### config.mk
export PLATFORM = sky130hd
export DESIGN_NAME = red_pitaya_iq_demodulator_block
export DESIGN_NICKNAME = d
export VERILOG_FILES = /design/src/rtl/red_pitaya_iq_demodulator_block.sv
export SDC_FILE = /design/constraint.sdc
export NUM_CORES = 2
export LEC_CHECK = 0
export CAP_MARGIN = 25
export CORE_MARGIN = 1
export CORE_UTILIZATION = 32
export CTS_CLUSTER_SIZE = 10
export DETAILED_ROUTE_END_ITERATION = 10
export SETUP_SLACK_MARGIN = 0.2
export SYNTH_ARGS = -nofsm -noshare
export SYNTH_HDL_FRONTEND = slang
export SYNTH_SLANG_ARGS = --single-unit
### constraint.sdc
create_clock -name clk_i -period 10.2 [get_ports clk_i]
set_clock_uncertainty 0.15 [all_clocks]
set_input_delay 1.53 -clock clk_i [delete_from_list [all_inputs] [get_ports clk_i]]
set_output_delay 1.53 -clock clk_i [all_outputs]
set_load 0.05 [all_outputs]
### src/rtl/red_pitaya_iq_demodulator_block.sv
// rtl/red_pitaya_iq_demodulator_block.sv - IQ demodulator: sin/cos mixing, boxcar accumulate-and-dump, saturated I/Q
// Optional sticky overflow flags (clr_ovf_i / overflow_o) are built when IQ_DEMOD_OVERFLOW_EN is defined.
module red_pitaya_iq_demodulator_block #(
   parameter int INBITS  = 14,
   parameter int SINBITS = 14,
   parameter int OUTBITS = 18,
   parameter int AVGMAX  = 10
) (
   input  logic                      clk_i,
   input  logic                      rstn_i,
   input  logic signed [INBITS-1:0]  signal_i,
   input  logic signed [SINBITS-1:0] sin,
   input  logic signed [SINBITS-1:0] cos,
   input  logic [3:0]                avg_log2_i,
`ifdef IQ_DEMOD_OVERFLOW_EN
   input  logic                      clr_ovf_i,
   output logic [1:0]                overflow_o,
`endif
   output logic signed [OUTBITS-1:0] signal1_o,
   output logic signed [OUTBITS-1:0] signal2_o,
   output logic                      valid_o
);

   // Full product width, and accumulator width that holds 2^AVGMAX products without overflow.
   localparam int PW     = INBITS + SINBITS;
   localparam int AW     = PW + AVGMAX;
   localparam int CW     = (AVGMAX > 0) ? AVGMAX : 1;
   // Base right shift at a single-sample window; the window exponent adds to it.
   localparam int SHBASE = PW - 1 - OUTBITS;
   localparam logic [3:0] NMAX = 4'(AVGMAX);
   localparam logic [CW:0] ONE = (CW+1)'(1);
   // Output range expressed at accumulator width for the saturation compare.
   localparam logic signed [AW-1:0] OUT_MAX = {{(AW-OUTBITS+1){1'b0}}, {(OUTBITS-1){1'b1}}};
   localparam logic signed [AW-1:0] OUT_MIN = ~OUT_MAX;

   logic signed [PW-1:0]  p1_d, p2_d;
   logic signed [PW-1:0]  p1_q, p2_q;
   logic signed [AW-1:0]  p1_ext, p2_ext;
   logic signed [AW-1:0]  acc1_q, acc2_q;
   logic signed [AW-1:0]  sum1, sum2;
   logic signed [AW-1:0]  sh1, sh2;
   logic signed [OUTBITS-1:0] sat1, sat2;
   logic [CW-1:0]         cnt_q;
   logic [CW-1:0]         cnt_last;
   logic [3:0]            nl_q;
   logic [3:0]            avg_clamped;
   logic [3:0]            n_eff;
   logic [5:0]            shamt;
   logic                  win_start;
   logic                  dump;

   // Clip a shifted window sum to the signed output range.
   function automatic logic signed [OUTBITS-1:0] sat_out(input logic signed [AW-1:0] v);
      if (v > OUT_MAX)
         sat_out = OUT_MAX[OUTBITS-1:0];
      else if (v < OUT_MIN)
         sat_out = OUT_MIN[OUTBITS-1:0];
      else
         sat_out = v[OUTBITS-1:0];
   endfunction

   // Mixer: full-precision signed products of the input with both references.
   always_comb begin
      p1_d = $signed({{SINBITS{signal_i[INBITS-1]}}, signal_i}) * $signed({{INBITS{sin[SINBITS-1]}}, sin});
      p2_d = $signed({{SINBITS{signal_i[INBITS-1]}}, signal_i}) * $signed({{INBITS{cos[SINBITS-1]}}, cos});
   end

   // Window bookkeeping: the exponent is taken fresh from avg_log2_i at the first sample of a window,
   // then held from the latched copy so mid-window changes wait for the next window.
   always_comb begin
      avg_clamped = (avg_log2_i > NMAX) ? NMAX : avg_log2_i;
      win_start   = (cnt_q == '0);
      n_eff       = win_start ? avg_clamped : nl_q;
      cnt_last    = CW'((ONE << n_eff) - ONE);
      dump        = (cnt_q == cnt_last);
      shamt       = 6'(n_eff) + 6'(SHBASE);
   end

   // Accumulate-and-dump datapath: a window's first sample restarts the sum, which also covers a one-sample window.
   always_comb begin
      p1_ext = {{AVGMAX{p1_q[PW-1]}}, p1_q};
      p2_ext = {{AVGMAX{p2_q[PW-1]}}, p2_q};
      sum1   = win_start ? p1_ext : acc1_q + p1_ext;
      sum2   = win_start ? p2_ext : acc2_q + p2_ext;
      sh1    = sum1 >>> shamt;
      sh2    = sum2 >>> shamt;
      sat1   = sat_out(sh1);
      sat2   = sat_out(sh2);
   end

   // Stage 1: register the mixer products.
   always_ff @(posedge clk_i) begin
      if (!rstn_i) begin
         p1_q <= '0;
         p2_q <= '0;
      end else begin
         p1_q <= p1_d;
         p2_q <= p2_d;
      end
   end

   // Window counter and latched exponent; counter wraps to zero on the dump cycle.
   always_ff @(posedge clk_i) begin
      if (!rstn_i) begin
         cnt_q <= '0;
         nl_q  <= '0;
      end else begin
         nl_q  <= n_eff;
         cnt_q <= dump ? '0 : cnt_q + CW'(1);
      end
   end

   // Stage 2 accumulators.
   always_ff @(posedge clk_i) begin
      if (!rstn_i) begin
         acc1_q <= '0;
         acc2_q <= '0;
      end else begin
         acc1_q <= sum1;
         acc2_q <= sum2;
      end
   end

   // Output registers update only on a dump and hold otherwise; valid_o marks the update.
   always_ff @(posedge clk_i) begin
      if (!rstn_i) begin
         signal1_o <= '0;
         signal2_o <= '0;
         valid_o   <= 1'b0;
      end else begin
         valid_o <= dump;
         if (dump) begin
            signal1_o <= sat1;
            signal2_o <= sat2;
         end
      end
   end

`ifdef IQ_DEMOD_OVERFLOW_EN
   logic [1:0] clip;

   // Per-channel clip detection at the saturator input.
   always_comb begin
      clip[0] = (sh1 > OUT_MAX) || (sh1 < OUT_MIN);
      clip[1] = (sh2 > OUT_MAX) || (sh2 < OUT_MIN);
   end

   // Sticky overflow flags: clear request is overridden by a clip in the same cycle.
   always_ff @(posedge clk_i) begin
      if (!rstn_i)
         overflow_o <= 2'b00;
      else
         overflow_o <= (overflow_o & {2{~clr_ovf_i}}) | (clip & {2{dump}});
   end
`endif

endmodule

==> results.yml <==
run_status:
  status: "completed"
grt:
  overflow: 0
  grt_pass1_wl_mm: 153
  via_count_of_the_first_global_routing_pass: 27664
  grt_antenna_before_repair: 0
  grt_start_max_net_pins: 88
  grtUsageTotal_pct: 18.6
floorplan:
  ioPinCount: 85
  initial_core_util_pct: 32.4
  placementRows: 115
  total_die_area_um2: 101000
  core_um2: 98600
  die_w_um: 318
  die_height_um: 318
place:
  place.port_buffers: 84
  dp.final_hpwl_mm: 74.9
  gp_routability_congestion: 0.947
  place_area_um2: 33900
  dpl_worst_slack_ns: 1.34
  post-place-cells: 5182
layout:
  num-fill-cells: 10358
  final_nets: 4571
  postLayoutCoreUtil_pct: 35.0
  layoutNonFillerInstCount: 5213
  antennaDiodeCount: 0
  most_common_cell_after_layout_fill_and_taps_aside: "nand2_1"
  layout-drive-gt1-share_pct: 4.53
  final_design_area_no_fill_um2: 34500
  syn2layout_area_growth_pct: 8.04
  layout_common_cells: "nand2_1 (482), inv_1 (439), fa_1 (392)"
min_path:
  min_path_cells: 1
  worst_hold_path_type: "reg -> reg"
power_and_ir_drop:
  internal_power_mw: 5.93
  clkPwrFrac_pct: 5.5
  p_switching_mw: 7.09
  power_mw: 13.0
  power_leakage_nw: 15.2
  power.combinational.fraction_pct: 86.1
  net_switching_share_of_the_total_power_pct: 54.5
  max-vdd-ir-drop_mv: 0.352
  sequentialPowerShare_pct: 8.4
  power_per_cell_area_nw_per_um2: 378
sta:
  setup-violations-final: 0
  final.period_utilization_pct: 81.5
  post-route-worst-setup-slack_ns: 1.89
  worst_slew_pin_tran_ns: 1.18
  final.setup.tns_ns: 0
  timing.final.max_slew_violations: 0
  fmaxAchievable_mhz: 120
  rsz_0062_raised_after_global_routing: "false"
  hold_viol_final: 0
  timing.slew.headroom_pct: 21.6
  timing.hold.ws_ns: 0.323
  finalCriticalPeriod_ns: 8.31
synthesis:
  syn-num-nets: 4651
  synth_largest_type_area_fraction_pct: 24.6
  synth_flop_cell: "dfxtp_1"
  mappedNetlistArea_um2: 31900
  synth_cell_types: 109
  synthesis.area_per_instance_um2: 7.99
  syn_inst: 3994
  post-synth-top-area-cell: "fa_1"
  ys_async_sr_fraction_pct: 0
  yosysWarnings: 0
  synthTopCellsByArea: "fa_1 (25%), dfxtp_1 (11%), ha_1 (8.5%)"
  postSynthRegisterBits: 183
  synth_seq_area_share_pct: 11.5
  synth_enable_flop_cells: 0
critical_path:
  cp_data_required_time_ns: 10.41
  critPathTopFamily: "adder cells"
  path_depth: 24
  path_cells: "clkdlybuf4s50_1 > nand2_1 > fa_1 > inv_1 > fa_1 > fa_1 > inv_1 > fa_1 > fa_1 > inv_1 > fa_1 > ha_1 > inv_1 > o21bai_1 > a211oi_1 > o21a_1 > nor3_1 > nor2_1 > a2111oi_0 > nor2_1 > a21oi_1 > a31oi_1 > xnor2_1 > nor2_1"
  worstPathArrival_ns: 8.52
  path_common_cell: "fa_1"
  end_kind: "register"
  critical_path.max_stage_delay_ns: 1.05
  critical-path-slowest-cell: "clkdlybuf4s50_1"
  critical_path_buf_inv_count: 5
  worstSetupPathType: "in -> reg"
  worstSetupStartpointType: "input pin"
  critPathMaxFanout: 22
  r2r_cells: 17
clock_tree:
  cts_buffers: 17
  postCtsHoldBufs: 0
  post_cts.resized_instances: 0
  clock_tree.htree_level_count: 4
  postCtsSetupBuffers: 0
  clock_pin_slew_on_the_worst_setup_and_hold_paths_ns: 0.07
  clock-sinks: 183
  clk-insertion-delay-late_ns: 0.51
  clk_path_buf_depth: 2
  cts_root_buf: "clkbuf_16"
  cts_tree: "yes"
job:
  max-cap-violations: 0
routing:
  postRouteWirelength_mm: 94.8
  route.antenna.remaining_nets: 0
  detailedRoute.firstPassIterationCount: 7
  average_via_count_per_standard_cell: 5.44
  drtIter0Drc: 2528
  routedWlPerCell_um: 18.2
  drc: 0
  via_count: 28375
[sequential cells by signal, summed over array words and instances (netlist names)]
signal,cells
nl_q,4
p2_q,28
p1_q,28
acc1_q,38
acc2_q,38
valid_o,1
cnt_q,10
signal1_o,18
signal2_o,18
[cell usage after synthesis, drive strengths merged (9+ instances only)]
library cell	instances
a2111oi	14
a211o	16
a211oi	54
a21boi	9
a21o	37
a21oi	240
a221o	26
a221oi	10
a22oi	10
a311oi	10
a31oi	28
and2	197
and3	34
buf	50
clkbuf	186
dfxtp	183
fa	392
ha	217
inv	443
mux2	19
mux2i	80
mux4	17
nand2	482
nand2b	27
nand3	91
nand4	28
nor2	326
nor2b	11
nor3	86
nor4	24
o2111ai	10
o211ai	36
o21a	38
o21ai	177
o21bai	20
o221ai	11
o22ai	14
o311ai	13
o31ai	24
o41ai	10
or2	24
or3	34
or4	9
xnor2	83
xor2	36
[layer usage]
metal / GRT usage (%) / share of wire [%] / vias up
met5: 0 / 0 / -
met2: 29.4 / 45 / 900
met1: 27.0 / 48 / 13917
met4: 4.72 / 2.1 / 0
met3: 1.97 / 5.8 / 119
li1: - / - / 13439
[cell type report]
class                   instances  area [um^2]  share of cell area [%]
clock inverters                12          169                   0.490
multi-input cells            3129        25700                    74.5
well taps                    1287         1610                    4.67
repair buffers                137         1230                    3.58
flip-flops and latches        183         3660                    10.6
clock buffers                  19          433                    1.26
inverters                     446         1680                    4.86
[cells by family (layout without fill, tap and decap cells)]
| kind of cell | count (synthesis) | in the layout | synth area share [%] |
|---|---|---|---|
| and+or+nand+nor | 1404 | 1404 | 20.9 |
| AOI/OAI and AO/OA | 881 | 881 | 18.6 |
| buffers and inverters | 682 | 614 | 8.19 |
| adders and majority gates | 609 | 609 | 33.1 |
| DFF | 183 | 183 | 11.5 |
| xor gates and xnor gates | 119 | 119 | 3.29 |
| muxes | 116 | 116 | 4.38 |
[power groups by stage]
stage | clock network [mW] | registers (mW) | logic [mW]
finish | 0.719 | 1.10 | 11.2
global placement | 0 | 1.11 | 11.0
detailed placement | 0 | 1.11 | 11.1
floorplan | 0 | 1.05 | 8.62
CTS | 0.739 | 1.09 | 11.2
global route | 0.763 | 1.11 | 12.7
[final timing paths]
check               from             to  slack [ns]
min reg2reg     cnt_q[0]       cnt_q[0]        0.32
min             cnt_q[0]       cnt_q[0]        0.32
max          signal_i[7]       p1_q[27]        1.89
max reg2reg     cnt_q[0]  signal1_o[14]        3.12
Power figures use the tool's default switching activity.
